**config.mk**
```make
export PLATFORM = sky130hd
export DESIGN_NAME = serial_adder_ctrl
export DESIGN_NICKNAME = d
export VERILOG_FILES = /design/src/rtl/serial_adder_ctrl.sv
export SDC_FILE = /design/constraint.sdc
export NUM_CORES = 1
export LEC_CHECK = 0
export ABC_AREA = 1
export BUFFER_PORTS_ARGS = -buffer_cell sky130_fd_sc_hd__buf_2
export CORE_MARGIN = 8
export CORE_UTILIZATION = 30
export DETAILED_ROUTE_END_ITERATION = 10
export PLACE_DENSITY = 0.54
export REMOVE_ABC_BUFFERS = 1
export SYNTH_ARGS = -nofsm -noshare
export SYNTH_HDL_FRONTEND = slang
export SYNTH_SLANG_ARGS = --single-unit
```
**constraint.sdc**
```tcl
create_clock -name clk_i -period 1.25 [get_ports clk_i]
set_input_delay 0.25 -clock clk_i [delete_from_list [all_inputs] [get_ports clk_i]]
set_output_delay 0.25 -clock clk_i [all_outputs]
set_load 0.05 [all_outputs]
```
**src/rtl/serial_adder_ctrl.sv**
```systemverilog
// Sequencer and bit-serial adder core: loads the operand shift register, issues
// WIDTH shift enables, accumulates LSB-first sum bits. Optional SERIAL_ADDER_OVF_EN adds signed overflow.
module serial_adder_ctrl #(
    parameter int WIDTH = 8
) (
    input  logic             clk_i,
    input  logic             reset_n_i,
    input  logic             start_i,
    input  logic             cin_i,
    input  logic             a_bit_i,
    input  logic             b_bit_i,
    output logic             ready_o,
    output logic             load_o,
    output logic             enable_o,
    output logic             busy_o,
    output logic             done_o,
    output logic [WIDTH-1:0] sum_o,
    output logic             cout_o,
    output logic             ovf_o
);

    localparam int CW = $clog2(WIDTH + 1);
    localparam logic [CW-1:0] LAST_IDX = CW'(WIDTH - 1);

    typedef enum logic [1:0] {
        ST_IDLE = 2'd0,
        ST_LOAD = 2'd1,
        ST_RUN  = 2'd2,
        ST_DONE = 2'd3
    } state_t;

    function automatic logic maj3(input logic a, input logic b, input logic c);
        return (a & b) | (a & c) | (b & c);
    endfunction

    state_t           state_r;
    state_t           state_s;
    logic [CW-1:0]    issue_cnt_r;
    logic [CW-1:0]    bit_cnt_r;
    logic             carry_r;
    logic [WIDTH-1:0] sum_r;
    logic             sample_r;
    logic             enable_r;
    logic             load_r;
    logic             ready_r;
    logic             busy_r;
    logic             done_r;
    logic             enable_s;
    logic             accept_s;
    logic             last_sample_s;
    logic             sum_bit_s;
    logic             carry_s;

    // Next-state, next shift enable and full-adder terms.
    always_comb begin
        state_s       = state_r;
        enable_s      = 1'b0;
        accept_s      = start_i && ((state_r == ST_IDLE) || (state_r == ST_DONE));
        last_sample_s = (state_r == ST_RUN) && sample_r && (bit_cnt_r == LAST_IDX);
        sum_bit_s     = a_bit_i ^ b_bit_i ^ carry_r;
        carry_s       = maj3(a_bit_i, b_bit_i, carry_r);
        case (state_r)
            ST_IDLE: begin
                if (start_i) begin
                    state_s = ST_LOAD;
                end else begin
                    state_s = ST_IDLE;
                end
            end
            ST_LOAD: begin
                state_s  = ST_RUN;
                enable_s = 1'b1;
            end
            ST_RUN: begin
                if (last_sample_s) begin
                    state_s = ST_DONE;
                end else begin
                    state_s = ST_RUN;
                end
                // issue_cnt_r holds the number of enables already issued before this one
                if (enable_r && (issue_cnt_r != LAST_IDX)) begin
                    enable_s = 1'b1;
                end else begin
                    enable_s = 1'b0;
                end
            end
            ST_DONE: begin
                if (start_i) begin
                    state_s = ST_LOAD;
                end else begin
                    state_s = ST_IDLE;
                end
            end
            default: begin
                state_s = ST_IDLE;
            end
        endcase
    end

    // State register and registered control outputs decoded from the next state.
    always_ff @(posedge clk_i or negedge reset_n_i) begin
        if (!reset_n_i) begin
            state_r  <= ST_IDLE;
            ready_r  <= 1'b1;
            load_r   <= 1'b0;
            enable_r <= 1'b0;
            busy_r   <= 1'b0;
            done_r   <= 1'b0;
            sample_r <= 1'b0;
        end else begin
            state_r  <= state_s;
            ready_r  <= (state_s == ST_IDLE) || (state_s == ST_DONE);
            load_r   <= (state_s == ST_LOAD);
            enable_r <= enable_s;
            busy_r   <= (state_s == ST_LOAD) || (state_s == ST_RUN);
            done_r   <= (state_s == ST_DONE);
            sample_r <= enable_r;
        end
    end

    // Counters, running carry and sum accumulator.
    always_ff @(posedge clk_i or negedge reset_n_i) begin
        if (!reset_n_i) begin
            issue_cnt_r <= '0;
            bit_cnt_r   <= '0;
            sum_r       <= '0;
            carry_r     <= 1'b0;
        end else begin
            if (accept_s) begin
                carry_r <= cin_i;
            end else if ((state_r == ST_RUN) && sample_r) begin
                carry_r <= carry_s;
            end
            if (state_r == ST_LOAD) begin
                issue_cnt_r <= '0;
                bit_cnt_r   <= '0;
                sum_r       <= '0;
            end else if (state_r == ST_RUN) begin
                if (enable_r) begin
                    issue_cnt_r <= issue_cnt_r + CW'(1);
                end
                if (sample_r) begin
                    bit_cnt_r <= bit_cnt_r + CW'(1);
                    sum_r     <= {sum_bit_s, sum_r[WIDTH-1:1]};
                end
            end
        end
    end

`ifdef SERIAL_ADDER_OVF_EN
    logic ovf_r;

    // On the MSB sample carry_r is the carry into the MSB and carry_s the carry out.
    always_ff @(posedge clk_i or negedge reset_n_i) begin
        if (!reset_n_i) begin
            ovf_r <= 1'b0;
        end else if (state_r == ST_LOAD) begin
            ovf_r <= 1'b0;
        end else if (last_sample_s) begin
            ovf_r <= carry_r ^ carry_s;
        end
    end

    assign ovf_o = ovf_r;
`else
    assign ovf_o = 1'b0;
`endif

    assign ready_o  = ready_r;
    assign load_o   = load_r;
    assign enable_o = enable_r;
    assign busy_o   = busy_r;
    assign done_o   = done_r;
    assign sum_o    = sum_r;
    assign cout_o   = carry_r;

endmodule
```
* Word-level counts from Yosys, hierarchy flattened
Cells that the tools add are included.
** Operators by class
- Add/subtract/negate cells :: 2
- $mul :: 0
- Div/mod/pow operators :: 0
- Order comparisons :: 0
- Eq/ne operators :: 8
- Shift operators :: 0
- Mux-type cells :: 16
- Bitwise gates (word level) :: 7
- Reduce and logical (&&, ||, !) cells :: 16
** Operators with widths (count)
- two-way mux 4 bit :: 6
- two-way mux 8 bit :: 3
- adder 4 x 1 -> 4 bit, second input constant :: 2
- == test 2 bit, second input constant :: 4
- nonzero test 2 bit :: 4
- case mux 2 bit (3 select lines) :: 1
- two-way mux 1 bit :: 5
- == test 2 x 1 -> 1 bit, second input constant :: 2
- == test 4 x 3 -> 1 bit, second input constant :: 1
- logical AND 1 bit :: 4
- zero test 2 bit :: 2
- != test 4 x 3 -> 1 bit, second input constant :: 1
- AND reduction 2 bit :: 2
- AND 1 bit :: 3
- logical OR 1 bit :: 3
- bitwise OR 1 bit :: 2
- case mux 1 bit (2 select lines) :: 1
- OR reduction 2 bit :: 1
- XOR 1 bit :: 2
** Word-level totals
- Flip-flop bits (word level) :: 25
- Bits in latches :: 0
- RAM bits :: 0
- ROM bits :: 0
- Bits of input ports :: 6
- Output and inout bits :: 15
- Word-level logic and storage cells :: 60
- Memories :: 0

* Depth between registers and ports, before layout
Gate-level depths: netlist of run 1.
- Depth after elaboration :: 7
- Depth in mapped cells :: 8
- Depth with buffers taken out :: 8

* Least setup slack after synthesis of run 1
No wires, ideal clock.
- Kind :: reg2reg
- From :: register carry_r (netlist: cout_o)
- To :: register carry_r (netlist: cout_o)
- Library setup time :: 0.077 ns
- Arrival time :: 1.364 ns
- Required time :: 1.173 ns
- Path slack :: -0.191 ns
- Cell stages (with the launch flop) :: 5
- Path buffers :: 0
- Period minus slack after synthesis :: 1.441 ns
- Cells stage by stage :: dfrtp_1 > inv_1 > fa_1 > o21a_1 > a21oi_1
** Between the ends
- Word-level cells in the longest chain between the ends :: 5
- Elaborated cells on any way between the ends :: 6
- Those cells by class :: mux: 2; bitwise: 4
** RTL lines
- from (decl) :: line 40 : logic carry_r;
- from (signal assigned) :: line 130 : carry_r <= cin_i;
- from (signal assigned) :: line 132 : carry_r <= carry_s;
- AND 1 bit :: line 33 : return (a & b) | (a & c) | (b & c);
- bitwise OR 1 bit :: line 33
- bitwise OR 1 bit (*) :: line 33
- two-way mux 1 bit (*) :: line 131 : end else if ((state_r == ST_RUN) && sample_r) begin
- two-way mux 1 bit (*) :: line 129 : if (accept_s) begin
Mark *: on every way between the ends. The rest lies on a longest branch, timed or not. The select of a mux whose other input is x is not followed.
A chain may end at the register's enable or synchronous reset.

* Worst setup path in the final report of run 1
- From :: register state_r[1]
- To :: register busy_r (netlist: busy_o)
** Between the ends
- Word-level cells in the longest chain between the ends :: 7
- Elaborated cells on any way between the ends :: 12
- Those cells by class :: eq/ne: 5; mux: 2; reduce/logical: 5
** RTL lines
- from (decl) :: line 36 : state_t state_r;
- from (signal assigned) :: line 111 : state_r <= state_s;
- == test 2 bit :: line 59, 62
- logical AND 1 bit (2 in a row) :: line 59 : last_sample_s = (state_r == ST_RUN) && sample_r && (bit_cnt_r == LAST_IDX);
- two-way mux 1 bit :: line 75 : if (last_sample_s) begin
- case mux 2 bit (3 select lines) (*) :: line 62 : case (state_r)
- net state_s[0] :: line 37 : state_t state_s;
- == test 2 x 1 -> 1 bit / == test 2 bit (equally long branches) :: line 115 : busy_r <= (state_s == ST_LOAD) || (state_s == ST_RUN);
- logical OR 1 bit (*) :: line 115
- to (signal assigned) :: line 115
- to (decl) :: line 46 : logic busy_r;
Mark *: on every way through the listed nets, which the timed path passes. The rest lies on a longest branch.

==> impl_results.md, run 1 <==
* Status: finished, violations left
* Failing checks: negative setup slack
* DRC Markers at 0
* Post-Place Cell Area at 1380 sq um
* Final GP Congestion at 0.811
* Max Fclk at 0.740 GHz
* Largest area contributor in the netlist: dfrtp_1
* Initial antenna violation count at 0
* Post-synth cell types at 21
* Final Hold Fails at 0
* First-pass GRT wire length at 4210 um
* Hold Worst Slack at 0.223 ns
* Worst vdd ir at 1.20 mV
* Fin nets at 169
* CTS tree: yes
* Synth top area share at 53.7%
* Min-delay worst type: in -> reg
* Hpwl dp at 1690 um
* Worst slew margin at 63.4%
* Commonest non-fill, non-tap cells in the layout: dfrtp_1 (24), buf_4 (18), inv_1 (17), buf_2 (17), nand2_1 (10)
* Reg2Reg Launch Point: state_r[1]
* CP Launch Point: state_r[1]
* PD cells at 2860 nW/um^2
* First-pass iteration count of the detailed router at 4
* CTS clk-pin slew, worst paths at 0.08 ns
* Synth Cell Area at 1120 sq um
* CP required at 1.41 ns
* Worst Setup Start Kind: register
* Core area at 3630 sq um
* Share of cells above drive strength 1 at 47.7%
* FF+latch area at 627 sq um
* RSZ-0062 raised after global routing: true
* Multi-input gate area at 594 sq um
* Mean Syn Cell Area at 9.90 sq um
* Via count at 924
* Slew of the pin with the lowest slew margin at 0.549 ns
* Most frequent CP cell: ha_4
* Post-route cell area at 1670 sq um
* Worst-Skew Late Latency at 0.27 ns
* Leak at 0.826 nW
* Most common cell after layout, fill and taps aside: dfrtp_1
* Vias in the first global route at 967
* Fillers at 363
* Ant diodes at 0
* CTS Root Cell: clkbuf_8
* Die height at 77.1 um
* I/O Buffers at 19
* Clock Sinks at 25
* Die X at 77.1 um
* WS Path Type: reg -> reg
* CTS buffer count at 3
* Setup ws final at -0.100 ns
* Crit path cell chain: ha_4 -> nand2_4 -> a21oi_4 -> ha_4
* Post-synthesis sequential area ratio at 56.0%
* Wire length after detailed routing at 2520 um
* H-tree levels at 1
* Critical Path AT at 1.51 ns
* Cells after synthesis at 113
* Vias per cell at 4.55
* Synth Register Bits at 25
* Area Overhead vs Synth at 48.9%
* Largest net degree at the start of global routing at 26
* Synth Warn # at 0
* Cell Rows at 22
* Peak fanout along the critical path at 3
* Fin crit share at 108%
* Final slew viol count at 0
* Dpl ws at -0.195 ns
* Post-route minimum period at 1.35 ns
* Initial Utilization at 30.8%
* Die ar. at 5940 sq um
* Gr ovfl total at 0
* Clock buffer depth at 2
* Top cells by area, synth: dfrtp_1 (54%), ha_1 (6.7%), inv_1 (6.4%)
* Antenna viol nets, final at 0
* Skew final at 0.00232 ns
* HP Start: cin_i
* Setup crit end kind: register
* Final setup fails at 18
* Crit-path slowest cell: dfrtp_1
* Total GRT Usage at 8.49%
* Boundary pin count at 21
* Initial DRC count at 23
* DR WL/cell at 12.4 um
* Max Cap Viol at 0
* Max incr delay on CP at 0.42 ns
==> power breakdown <==
group          switching, mW  total [mW]  internal (mW)
clock                  0.242       0.469          0.228
combinational           1.86        2.93           1.06
sequential             0.199        1.36           1.16
total                   2.30        4.75           2.45
==> synthesized netlist by cell type <==
cell / instances
o21ai_0: 2
nand2_4: 3
ha_1: 6
o22ai_1: 7
inv_2: 3
o21ai_1: 3
nor3b_1: 1
o21ai_2: 2
nand3_1: 8
xor2_1: 1
conb_1: 1
a21oi_1: 3
inv_1: 19
nand3_2: 1
fa_1: 1
dfstp_2: 1
nor2_1: 10
o21a_1: 1
buf_4: 1
dfrtp_1: 24
nand2_1: 15
==> metrics by stage <==
step                      TNS (ns)  instances  total power [mW]  utilization (%)
after floorplan             -0.883        112              2.79                -
after global routing         -1.51        203              5.06             45.8
final                       -0.590        203              4.75             45.8
after CTS                   -0.562        203              4.46             43.1
after global placement       -2.09        194              3.47             37.9
after detailed placement     -3.00        194              3.52             37.9
==> layer usage <==
layer  vias up  share of wire, %  GRT usage [%]
li1        442                 -              -
met1       453                40           8.84
met2        25                50           15.1
met3         4               7.6           3.73
met4         0               1.7           2.26
met5         -                 0              0
==> area by class of cell <==
type                            count  area share (%)
Multi-Input combinational cell     66            35.7
Sequential cell                    25            37.6
Inverter                           22            5.41
Tap cell                           48            3.61
Clock buffer                        4            2.70
Timing Repair Buffer               38            15.0
==> state kept, by name, summed over array words and instances (netlist names), 2 cells and up <==
register and cells:
issue_cnt_r 4, sum_o 8, state_r 2, bit_cnt_r 4
==> what timing repair did <==
action	in CTS	in global routing
setup buffers	3	0
pin swaps	4	6
endpoints found under the setup margin	23	23
gates resized for setup	24	20
hold buffers	1	0
cloned	1	0
endpoints found under the hold margin	24	0
==> final timing paths <==
kind	cells after the start	endpoint	slack, ns
setup reg to reg	4	busy_o	-0.10
hold reg to reg	0	sample_r	0.47
max in group asynchronous	2	ready_o	0.39
min in group asynchronous	2	issue_cnt_r[3]	0.50
setup / recovery	4	busy_o	-0.10
hold / removal	3	cout_o	0.22
==> cell families after synthesis <==
family	count (synthesis)	share of synthesized area (%)
AND/OR/NAND/NOR	38	16.6
flip-flops	25	56.0
buffers and inverters	23	8.05
AO/OA/AOI/OAI	18	9.73
adder cells (fa/ha/maj)	7	8.50
XOR/XNOR	1	0.783
other	1	0.335
==> critical path, delay by kind of cell (launching register included) <==
kind,cells,cell delay (ns)
flip-flops,1,0.42
adder cells (fa/ha/maj),2,0.57
AO/OA/AOI/OAI,1,0.18
AND/OR/NAND/NOR,1,0.07
No activity file was read; power rests on OpenSTA's default activity.
==> run 2: changes to the inputs <==
- CORE_ASPECT_RATIO: not set -> 1.25
==> impl_results.md, run 2 (synthesis gave the netlist of run 1 again) <==
* Core area at 3690 sq um (was 3630 sq um)
* Setup ws final at -0.0754 ns (was -0.100 ns)
* Fin nets at 168 (was 169)
* Post-route cell area at 1570 sq um (was 1670 sq um)
* CP bufs+invs at 0 (unchanged)
* Max FFs per register at 8 (unchanged)
* Peak fanout along the critical path at 3 (unchanged)
* Post-route minimum period at 1.33 ns (was 1.35 ns)
* CTS clk-pin slew, worst paths at 0.08 ns (about the same)
* Crit path capture: busy_o (unchanged)
* Clock buffer depth at 2 (unchanged)
* Die X at 70.6 um (was 77.1 um)
* Fillers at 361 (was 363)
* Reg2Reg Setup Slack at -0.08 ns (was -0.10 ns)
* Worst vdd ir at 1.15 mV (was 1.20 mV)
* Number of cells on the critical path at 4 (unchanged)
* Slew of the pin with the lowest slew margin at 0.553 ns (was 0.549 ns)
* Final Hold Fails at 0 (unchanged)
* Vias in the first global route at 951 (was 967)
* Largest net degree at the start of global routing at 26 (unchanged)
* Via count at 895 (was 924)
* Die height at 84.3 um (was 77.1 um)
* Total GRT Usage at 8.77% (was 8.49%)
* Most common cell after layout, fill and taps aside: dfrtp_1 (unchanged)
* Worst Setup Start Kind: register (unchanged)
* FF-to-FF End: busy_o (unchanged)
* Vias per cell at 4.61 (was 4.55)
* Setup crit end kind: register (unchanged)
* RSZ-0062 raised after global routing: true (unchanged)
* Critical Path AT at 1.49 ns (was 1.51 ns)
* Commonest non-fill, non-tap cells in the layout: dfrtp_1 (24), inv_1 (17), buf_2 (17), buf_4 (17), nand2_1 (11) (was dfrtp_1 (24), buf_4 (18), inv_1 (17), buf_2 (17), nand2_1 (10))
* Total chip power at 4.46 mW (was 4.75 mW)
* First-pass GRT wire length at 4220 um (was 4210 um)
* Area Overhead vs Synth at 40.2% (was 48.9%)
* Max Cap Viol at 0 (unchanged)
* Max incr delay on CP at 0.41 ns (was 0.42 ns)
* DR WL/cell at 12.2 um (was 12.4 um)
* Leak at 0.803 nW (was 0.826 nW)
* CP delay by family, top: adder cells (unchanged)
* Status: finished, violations left (unchanged)
* Share of cells above drive strength 1 at 42.2% (was 47.7%)
* CP Launch Point: state_r[1] (unchanged)
* Worst slew margin at 63.1% (was 63.4%)
* Most frequent CP cell: ha_4 (unchanged)
* Initial DRC count at 26 (was 23)
* Skew final at 0.00209 ns (was 0.00232 ns)
* DRC Markers at 0 (unchanged)
* Hpwl dp at 1700 um (was 1690 um)
* H-tree levels at 1 (unchanged)
* Final slew viol count at 0 (unchanged)
* Max Fclk at 0.754 GHz (was 0.740 GHz)
* Clock Sinks at 25 (unchanged)
* Final setup fails at 19 (was 18)
* Initial Utilization at 30.3% (was 30.8%)
* Fin crit share at 106% (was 108%)
* Crit path cell chain: ha_4 -> nand2_2 -> a21oi_2 -> ha_4 (was ha_4 -> nand2_4 -> a21oi_4 -> ha_4)
* Setup TNS at -0.853 ns (was -0.590 ns)
* PD cells at 2850 nW/um^2 (was 2860 nW/um^2)
* WS Path Type: reg -> reg (unchanged)
* Initial antenna violation count at 0 (unchanged)
* I/O Buffers at 19 (unchanged)
* CTS buffer count at 3 (unchanged)
* Min-delay worst type: in -> reg (unchanged)
* Failing checks: negative setup slack (unchanged)
* Boundary pin count at 21 (unchanged)
* Reg2Reg Depth at 4 (unchanged)
* Finished Core Util at 42.5% (was 45.8%)
* CTS tree: yes (unchanged)
* Antenna viol nets, final at 0 (unchanged)
* Post-Place Cell Area at 1370 sq um (was 1380 sq um)
* CTS Root Cell: clkbuf_8 (unchanged)
* Die ar. at 5950 sq um (was 5940 sq um)
* Gr ovfl total at 0 (unchanged)
* CP required at 1.41 ns (about the same)
* Reg2Reg Launch Point: state_r[1] (unchanged)
* Final GP Congestion at 0.844 (was 0.811)
* Worst-Skew Late Latency at 0.26 ns (was 0.27 ns)
* Cell Rows at 25 (was 22)
* Ant diodes at 0 (unchanged)
* Wire length after detailed routing at 2370 um (was 2520 um)
* Crit-path slowest cell: dfrtp_1 (unchanged)
* Dpl ws at -0.206 ns (was -0.195 ns)
* First-pass iteration count of the detailed router at 4 (unchanged)
-- run 2: metal layers --
| metal | track usage [%] | wire (um) | vias up |
|---|---|---|---|
| li1 | - | - | 444 |
| met1 | 9.70 | 979 | 431 |
| met2 | 15.0 | 1220 | 16 |
| met3 | 2.62 | 136 | 4 |
| met4 | 3.98 | 36 | 0 |
| met5 | 0 | 0 | - |
-- run 2: what timing repair did --
item                                   4_1_cts  5_1_grt
cloned                                       1        0
setup endpoints to repair                   22       24
pin swaps                                    4        1
endpoints found under the hold margin       24        0
resized for setup                           21        4
buffers inserted                             2        0
hold buffers                                 1        0
-- run 2: worst min path at each step --
stage                    from           end  slack [ns]  cells past startpoint
finish                  cin_i        cout_o        0.23                      3
detailed placement  reset_n_i        cout_o        0.28                      1
global route            cin_i        cout_o        0.25                      3
CTS                     cin_i        cout_o        0.23                      3
floorplan           reset_n_i  bit_cnt_r[0]       -0.05                      0
global placement    reset_n_i        cout_o        0.26                      1
-- run 2: cell type report --
cell class	count	area, sq um	share of cell area (%)
Inverter	22	85.1	5.43
Timing Repair Buffer	37	241	15.4
Clock buffer	3	41.3	2.63
Tap cell	40	50.0	3.19
Clock inverter	1	5.00	0.319
Multi-Input combinational cell	66	518	33.0
Sequential cell	25	627	40.0
-- run 2: per-stage QoR --
step	cells	hold WS, ns
after floorplan	112	-0.0456
after global placement	186	0.262
after detailed placement	186	0.280
after CTS	194	0.225
after global routing	194	0.253
final	194	0.228
-- run 2: report_power, final --
part / leakage (nW) / switching, mW / internal, mW / total [mW]
Combinational: 0.450 / 1.69 / 0.949 / 2.64
Clock: 0.0255 / 0.247 / 0.223 / 0.470
Sequential: 0.328 / 0.190 / 1.16 / 1.35
Total: 0.803 / 2.13 / 2.33 / 4.46
-- run 2: worst register-to-register path: stages (launching register included) --
cell and delay [ns]:
dfrtp_1 0.41, ha_4 0.31, nand2_2 0.07, a21oi_2 0.20
ha_4 0.23
